<file path="config.mk">
export PLATFORM = sky130hd
export DESIGN_NAME = core_run_controller
export DESIGN_NICKNAME = d
export VERILOG_FILES = /design/src/rtl/core_run_controller.sv
export SDC_FILE = /design/constraint.sdc
export NUM_CORES = 1
export LEC_CHECK = 0
export ABC_CLOCK_PERIOD_IN_PS = 2600
export CAP_MARGIN = 20
export CORE_MARGIN = 2
export CORE_UTILIZATION = 46
export DETAILED_ROUTE_END_ITERATION = 6
export PLACE_DENSITY = 0.77
export SYNTH_ARGS = -nofsm -noshare
export SYNTH_HDL_FRONTEND = slang
export SYNTH_SLANG_ARGS = --single-unit
</file>
<file path="constraint.sdc">
create_clock -name clock -period 2.6 [get_ports clock]
set_input_delay 0.26 -clock clock [delete_from_list [all_inputs] [get_ports clock]]
set_output_delay 0.26 -clock clock [all_outputs]
set_load 0.05 [all_outputs]
</file>
<file path="src/rtl/core_run_controller.sv">
// Run/halt sequencer for the JZJCoreF core: owns core reset and clock-enable,
// accepts debug commands, and stops the core on a single hardware breakpoint.
module core_run_controller #(
  parameter int RESET_HOLD_CYCLES = 4,
  parameter bit START_RUNNING     = 1'b0
) (
  input  logic        clock,
  input  logic        reset,
  input  logic        cmdValid,
  output logic        cmdReady,
  input  logic [2:0]  cmdOp,
  input  logic [31:0] cmdData,
  input  logic [31:0] pcOfInstruction,
  output logic        coreReset,
  output logic        coreEnable,
  output logic        halted,
  output logic        bpHit,
  output logic [31:0] stepCount
);

  localparam int HOLD_W = (RESET_HOLD_CYCLES > 1) ? $clog2(RESET_HOLD_CYCLES) : 1;
  localparam logic [HOLD_W-1:0] HOLD_INIT = HOLD_W'(RESET_HOLD_CYCLES - 1);

  localparam logic [2:0] OP_RUN        = 3'd1;
  localparam logic [2:0] OP_HALT       = 3'd2;
  localparam logic [2:0] OP_STEP       = 3'd3;
  localparam logic [2:0] OP_SET_BP     = 3'd4;
  localparam logic [2:0] OP_CLR_BP     = 3'd5;
  localparam logic [2:0] OP_RESET_CORE = 3'd6;

  typedef enum logic [1:0] {
    S_RESETTING = 2'd0,
    S_HALTED    = 2'd1,
    S_RUNNING   = 2'd2,
    S_STEPPING  = 2'd3
  } state_t;

  state_t             r_state;
  logic [HOLD_W-1:0]  r_hold;
  logic [15:0]        r_stepLeft;
  logic               r_bpValid;
  logic [31:0]        r_bpAddr;
  logic               r_bpHit;
  logic               r_skipBp;
  logic [31:0]        r_stepCount;
  logic               r_cmdReady;
  logic               r_coreReset;
  logic               r_halted;

  state_t             w_nextState;
  logic               w_accept;
  logic               w_bpMatch;
  logic               w_active;
  logic               w_coreEnable;
  logic               w_resetCore;
  logic               w_resume;
  logic [15:0]        w_stepLoad;

  // Breakpoint compare is combinational so the matching instruction never gets enabled.
  assign w_bpMatch    = r_bpValid && (pcOfInstruction == r_bpAddr) && !r_skipBp;
  assign w_active     = (r_state == S_RUNNING) || (r_state == S_STEPPING);
  assign w_coreEnable = w_active && !w_bpMatch;
  assign w_accept     = cmdValid && r_cmdReady;
  assign w_resetCore  = w_accept && (cmdOp == OP_RESET_CORE);
  assign w_resume     = w_accept && ((cmdOp == OP_RUN) || (cmdOp == OP_STEP));
  assign w_stepLoad   = (cmdData[15:0] == 16'd0) ? 16'd1 : cmdData[15:0];

  always_comb begin
    w_nextState = r_state;
    case (r_state)
      S_RESETTING: begin
        if (r_hold == '0) w_nextState = START_RUNNING ? S_RUNNING : S_HALTED;
      end
      S_HALTED: begin
        if (w_accept) begin
          case (cmdOp)
            OP_RUN:        w_nextState = S_RUNNING;
            OP_STEP:       w_nextState = S_STEPPING;
            OP_RESET_CORE: w_nextState = S_RESETTING;
            default:       w_nextState = S_HALTED;
          endcase
        end
      end
      S_RUNNING: begin
        if (w_resetCore)                                   w_nextState = S_RESETTING;
        else if (w_bpMatch || (w_accept && cmdOp == OP_HALT)) w_nextState = S_HALTED;
      end
      S_STEPPING: begin
        // A breakpoint stop or consumption of the last step both land in HALTED.
        if (w_bpMatch || (r_stepLeft == 16'd1)) w_nextState = S_HALTED;
      end
      default: w_nextState = S_RESETTING;
    endcase
  end

  always_ff @(posedge clock) begin
    if (reset) begin
      r_state     <= S_RESETTING;
      r_hold      <= HOLD_INIT;
      r_stepLeft  <= 16'd0;
      r_bpValid   <= 1'b0;
      r_bpAddr    <= 32'd0;
      r_bpHit     <= 1'b0;
      r_skipBp    <= 1'b0;
      r_stepCount <= 32'd0;
      r_cmdReady  <= 1'b0;
      r_coreReset <= 1'b1;
      r_halted    <= 1'b0;
    end else begin
      r_state     <= w_nextState;
      r_coreReset <= (w_nextState == S_RESETTING);
      r_cmdReady  <= (w_nextState == S_HALTED) || (w_nextState == S_RUNNING);
      r_halted    <= (w_nextState == S_HALTED);

      if (w_resetCore)                                   r_hold <= HOLD_INIT;
      else if (r_state == S_RESETTING && r_hold != '0)   r_hold <= r_hold - HOLD_W'(1);

      if (r_state == S_HALTED && w_accept && cmdOp == OP_STEP) r_stepLeft <= w_stepLoad;
      else if (r_state == S_STEPPING && w_coreEnable)          r_stepLeft <= r_stepLeft - 16'd1;

      // skipBp lets a resume execute the instruction sitting on the breakpoint once.
      if (w_resetCore)                             r_skipBp <= 1'b0;
      else if (r_state == S_HALTED && w_resume)    r_skipBp <= 1'b1;
      else if (w_coreEnable)                       r_skipBp <= 1'b0;

      if (w_accept && cmdOp == OP_SET_BP) begin
        r_bpAddr  <= cmdData;
        r_bpValid <= 1'b1;
      end else if (w_accept && cmdOp == OP_CLR_BP) begin
        r_bpValid <= 1'b0;
      end

      if (w_resetCore)                 r_bpHit <= 1'b0;
      else if (w_active && w_bpMatch)  r_bpHit <= 1'b1;
      else if (w_resume)               r_bpHit <= 1'b0;

      if (w_resetCore)       r_stepCount <= 32'd0;
      else if (w_coreEnable) r_stepCount <= r_stepCount + 32'd1;
    end
  end

  assign cmdReady   = r_cmdReady;
  assign coreReset  = r_coreReset;
  assign coreEnable = w_coreEnable;
  assign halted     = r_halted;
  assign bpHit      = r_bpHit;
  assign stepCount  = r_stepCount;

endmodule

</file>
==> summary.txt <==
Synthesis
  – Seq cells post-synth: 90
  – Synth Instances: 594
  – Count of unique library cells instantiated by Yosys: a little over 60
  – Register area share after synthesis: a little under two fifths
  – Synth warnings: 0
  – Mean Syn Cell Area: just over 8 sq um
  – Most used flip-flop cell after synthesis: sky130_fd_sc_hd__dfxtp_1
  – Netlist area before placement: between 0.004 and 0.005 sq mm
  – Syn nets: 670
  – Ys async rst share: 0%
  – Post-synth EDFFs: 0

Routing
  – Avg WL per Cell: 16.2 um
  – Detailed-route wire length: between 10 and 15 mm
  – Drt pass-1 iters: 6
  – DRC marker count from the first detailed-route iteration: 418
  – Vias per cell: 5.83
  – Post-route DRC violation count: 0
  – Total via count in the routed design: 5035
  – Number of routed nets with antenna violations: 0

Clock network
  – CTS sink cnt: 90
  – Clock buffer count from CTS: 9
  – Worst-skew pair later-pin latency: around 0.35 ns
  – H-tree depth reported by CTS: 3
  – Root buf cell: sky130_fd_sc_hd__clkbuf_8
  – CTS clock-pin slew for the worst setup and hold paths: approximately 0.090 ns
  – TritonCTS clock tree: built
  – Buffers from clock root to sink, at most: 2

Placement
  – Port bufs: 106
  – Post-DP HPWL: ~10 mm
  – Final weighted congestion in routability-driven placement: 0.870
  – # placed instances: approximately 840

Global route
  – GRT Total Usage: between 20 and 25%
  – Antenna violations before repair: 0
  – GR met1 Demand/Resource: a little under a third
  – Via count of the first global-routing pass: 4721
  – First-pass GRT wire length: roughly 22 mm
  – Met3 routing resource usage after global routing: 3.13%
  – Maximum number of pins on one net before global-route repair: 54
  – Fraction of met2 tracks used by global routing: about two fifths
  – GR Overflow Total: 0
  – GRT busiest layer: met2

Timing
  – Final count of negative-setup-slack endpoints: 1
  – Share of the clock period used by the worst path after layout: 100%
  – Final hold vios: 0
  – Slew Limit Fails: 0
  – Setup repair after global routing missed its margin: yes
  – Relative slew margins: 57.2%
  – Clk_skew: 0.0103 ns
  – Worst Tran Pin Value: 0.641 ns
  – Crit path time final: between 2 and 3 ns
  – Final setup margin: -0.00951 ns
  – Max Freq: 383 MHz

Min path
  – Classification of the worst-slack hold path: in2reg
  – Worst Hold Endpoint: r_stepLeft[4]
  – WHS Path Cells: 3
  – Worst Hold Launch: reset

Pwr
  – LEAKAGE: around 2.2 nW
  – VDD IR-drop max: about 0.00025 V
  – Design Power: approximately 0.0028 W
  – Power Density: around 430 mW/mm^2

Setup path
  – Critical path arrival: between 2 and 2.5 ns
  – Endpoint of the worst-slack reg-to-reg timing path: stepCount[20]
  – Cell class contributing the biggest share of worst-path delay: simple AND/OR/NAND/NOR gates
  – Delay contributed by the slowest stage of the critical path: approximately 0.60 ns
  – CP max stage cell: sky130_fd_sc_hd__or4_4
  – Type of element capturing the critical path: output pin
  – Critical Path, Cell by Cell: xnor2_4 -> nand4_1 -> or4_4 -> o31ai_4 -> inv_2 -> buf_6 -> buf_8
  – Buffer and inverter count on the worst path: 3
  – Type of element launching the critical path: register
  – Data required, critical path: between 2 and 2.5 ns
  – Cell count of the worst reg-to-reg path: 9
  – Kind of critical path: reg2out
  – Launch point of the worst reg-to-reg path: r_bpAddr[25]
  – Total number of cells along the worst setup path: 7
  – Reg-to-reg slack, setup: 0.10 ns
  – Largest fanout of any net on the critical path: 3

Floorplan
  – Y dimension of the die: 106 um
  – Initial Utilization: 47.0%
  – Top Ports: ~110
  – Placeable core area: roughly 0.010 sq mm
  – Die Outline Area: roughly 0.011 sq mm
  – Std cell rows: 37
  – Chip Width: 106 um

Job
  – Number of max-cap violations: 0

Cells and area
  – Non-filler instance count after layout: roughly 860
  – Layout Area Growth over Synthesis: 36.9%
  – Fraction of layout cells with a size suffix above 1: between 10% and 20%
  – Net total in the final layout: 799
  – Final core occ: ~64%
  – Number of diodes: 0

Status
  – Violations in the final reports: negative setup slack
  – Result of the run: complete, but fails checks
==> synth_stat cells (3+ instances only) <==
library cell / number / area share (%)
sky130_fd_sc_hd__a21oi_2: 5 / 0.91
sky130_fd_sc_hd__clkbuf_1: 22 / 1.7
sky130_fd_sc_hd__buf_6: 3 / 0.70
sky130_fd_sc_hd__or4_1: 26 / 4.1
sky130_fd_sc_hd__inv_1: 9 / 0.70
sky130_fd_sc_hd__nand2b_1: 4 / 0.52
sky130_fd_sc_hd__nand4_1: 28 / 3.6
sky130_fd_sc_hd__nand3_1: 31 / 3.2
sky130_fd_sc_hd__o31ai_1: 21 / 3.3
sky130_fd_sc_hd__nand2_1: 102 / 8.0
sky130_fd_sc_hd__mux2i_1: 3 / 0.62
sky130_fd_sc_hd__nor2_1: 24 / 1.9
sky130_fd_sc_hd__o22ai_1: 3 / 0.39
sky130_fd_sc_hd__nor3_1: 8 / 0.83
sky130_fd_sc_hd__o21ai_0: 4 / 0.42
sky130_fd_sc_hd__and4_1: 8 / 1.5
sky130_fd_sc_hd__o211ai_1: 6 / 0.94
sky130_fd_sc_hd__or3_1: 9 / 1.2
sky130_fd_sc_hd__o21ai_2: 5 / 0.91
sky130_fd_sc_hd__nor4_1: 9 / 1.2
sky130_fd_sc_hd__buf_1: 3 / 0.23
sky130_fd_sc_hd__a211oi_1: 3 / 0.47
sky130_fd_sc_hd__and2_1: 3 / 0.39
sky130_fd_sc_hd__dfxtp_1: 90 / 37
sky130_fd_sc_hd__and4b_1: 3 / 0.62
sky130_fd_sc_hd__a21oi_1: 70 / 7.3
sky130_fd_sc_hd__and3_1: 4 / 0.52
sky130_fd_sc_hd__ha_1: 6 / 1.6
sky130_fd_sc_hd__buf_2: 3 / 0.31
sky130_fd_sc_hd__xnor2_1: 36 / 6.6
==> what timing repair did <==
action / 4_1_cts / 5_1_grt
pin swaps: 3 / 9
setup endpoints to repair: 1 / 3
gates resized for setup: 9 / 19
setup buffers: 1 / 5
hold buffers: 0 / 0
==> stage by stage <==
| stage | TNS, ns | instance area [sq um] | hold WS, ns | setup slack [ns] |
|---|---|---|---|---|
| after floorplan | 0 | 4810 | 0.396 | 0.0352 |
| after global placement | -6.07 | 6180 | 0.455 | -0.205 |
| after detailed placement | -7.00 | 6180 | 0.461 | -0.229 |
| after CTS | 0 | 6450 | 0.388 | 0.00727 |
| after global routing | -0.0836 | 6590 | 0.446 | -0.0590 |
| final | -0.00951 | 6590 | 0.424 | -0.00951 |
==> flip-flops by register name, summed over array words and instances, names as in the netlist <==
signal,cells
r_stepLeft,16
r_skipBp,1
stepCount,32
coreReset,1
cmdReady,1
r_bpAddr,32
halted,1
r_hold,2
bpHit,1
r_bpValid,1
r_state,2
==> power by group <==
part | switching [W] | leakage (nW) | internal, W
Combinational | 0.000206 | 1.43 | 0.000221
Clock | 0.000513 | 0.0917 | 0.000443
Sequential | 0.0000237 | 0.727 | 0.00141
==> placed cells by master (no fill, tap or decap), types with 21 or more instances in the layout <==
cell and instances:
sky130_fd_sc_hd__or4_1 25, sky130_fd_sc_hd__a21oi_1 70, sky130_fd_sc_hd__nand4_1 28, sky130_fd_sc_hd__nand3_1 31, sky130_fd_sc_hd__o31ai_1 21, sky130_fd_sc_hd__clkdlybuf4s50_1 101
sky130_fd_sc_hd__nand2_1 102, sky130_fd_sc_hd__buf_4 43, sky130_fd_sc_hd__dfxtp_1 88, sky130_fd_sc_hd__nor2_1 23
==> routing by layer <==
layer | routed length [um] | up-vias
li1 | - | 2449
met2 | 6910 | 185
met5 | 0 | -
met4 | 355 | 0
met3 | 856 | 30
met1 | 5870 | 2371
==> cell families after synthesis <==
group | count (synthesis) | share of synthesized area, %
AOI/OAI and AO/OA | 140 | 19.1
xor gates and xnor gates | 37 | 6.73
adders and majority gates | 6 | 1.56
buffers and inverters | 44 | 4.52
DFF | 90 | 37.4
muxes | 4 | 0.858
and+or+nand+nor | 273 | 29.8
==> worst max-delay path by stage <==
stage | startpoint | end
floorplan | r_bpAddr[18] | cmdReady
global placement | pcOfInstruction[25] | cmdReady
detailed placement | pcOfInstruction[25] | r_stepLeft[9]
CTS | pcOfInstruction[23] | coreEnable
global route | r_bpAddr[0] | coreEnable
finish | r_bpAddr[25] | coreEnable
==> worst register-to-register path, delay by kind of cell, from the launching register on <==
| family | cells | cell delay [ns] |
|---|---|---|
| compound gates | 2 | 0.35 |
| xor+xnor | 1 | 0.23 |
| buf+inv | 3 | 0.53 |
| flops | 1 | 0.37 |
| simple gates | 3 | 0.90 |
==> area by class of cell <==
| type | count | area [sq um] |
|---|---|---|
| repair buffers | 152 | 1440 |
| fillers | 836 | 3640 |
| clock buffers | 9 | 124 |
| flip-flops and latches | 90 | 1810 |
| multi-input cells | 460 | 2940 |
| well taps | 136 | 170 |
| inverters | 10 | 37.5 |
| clock inverters | 6 | 67.6 |
No activity file was read; power rests on OpenSTA's default activity.
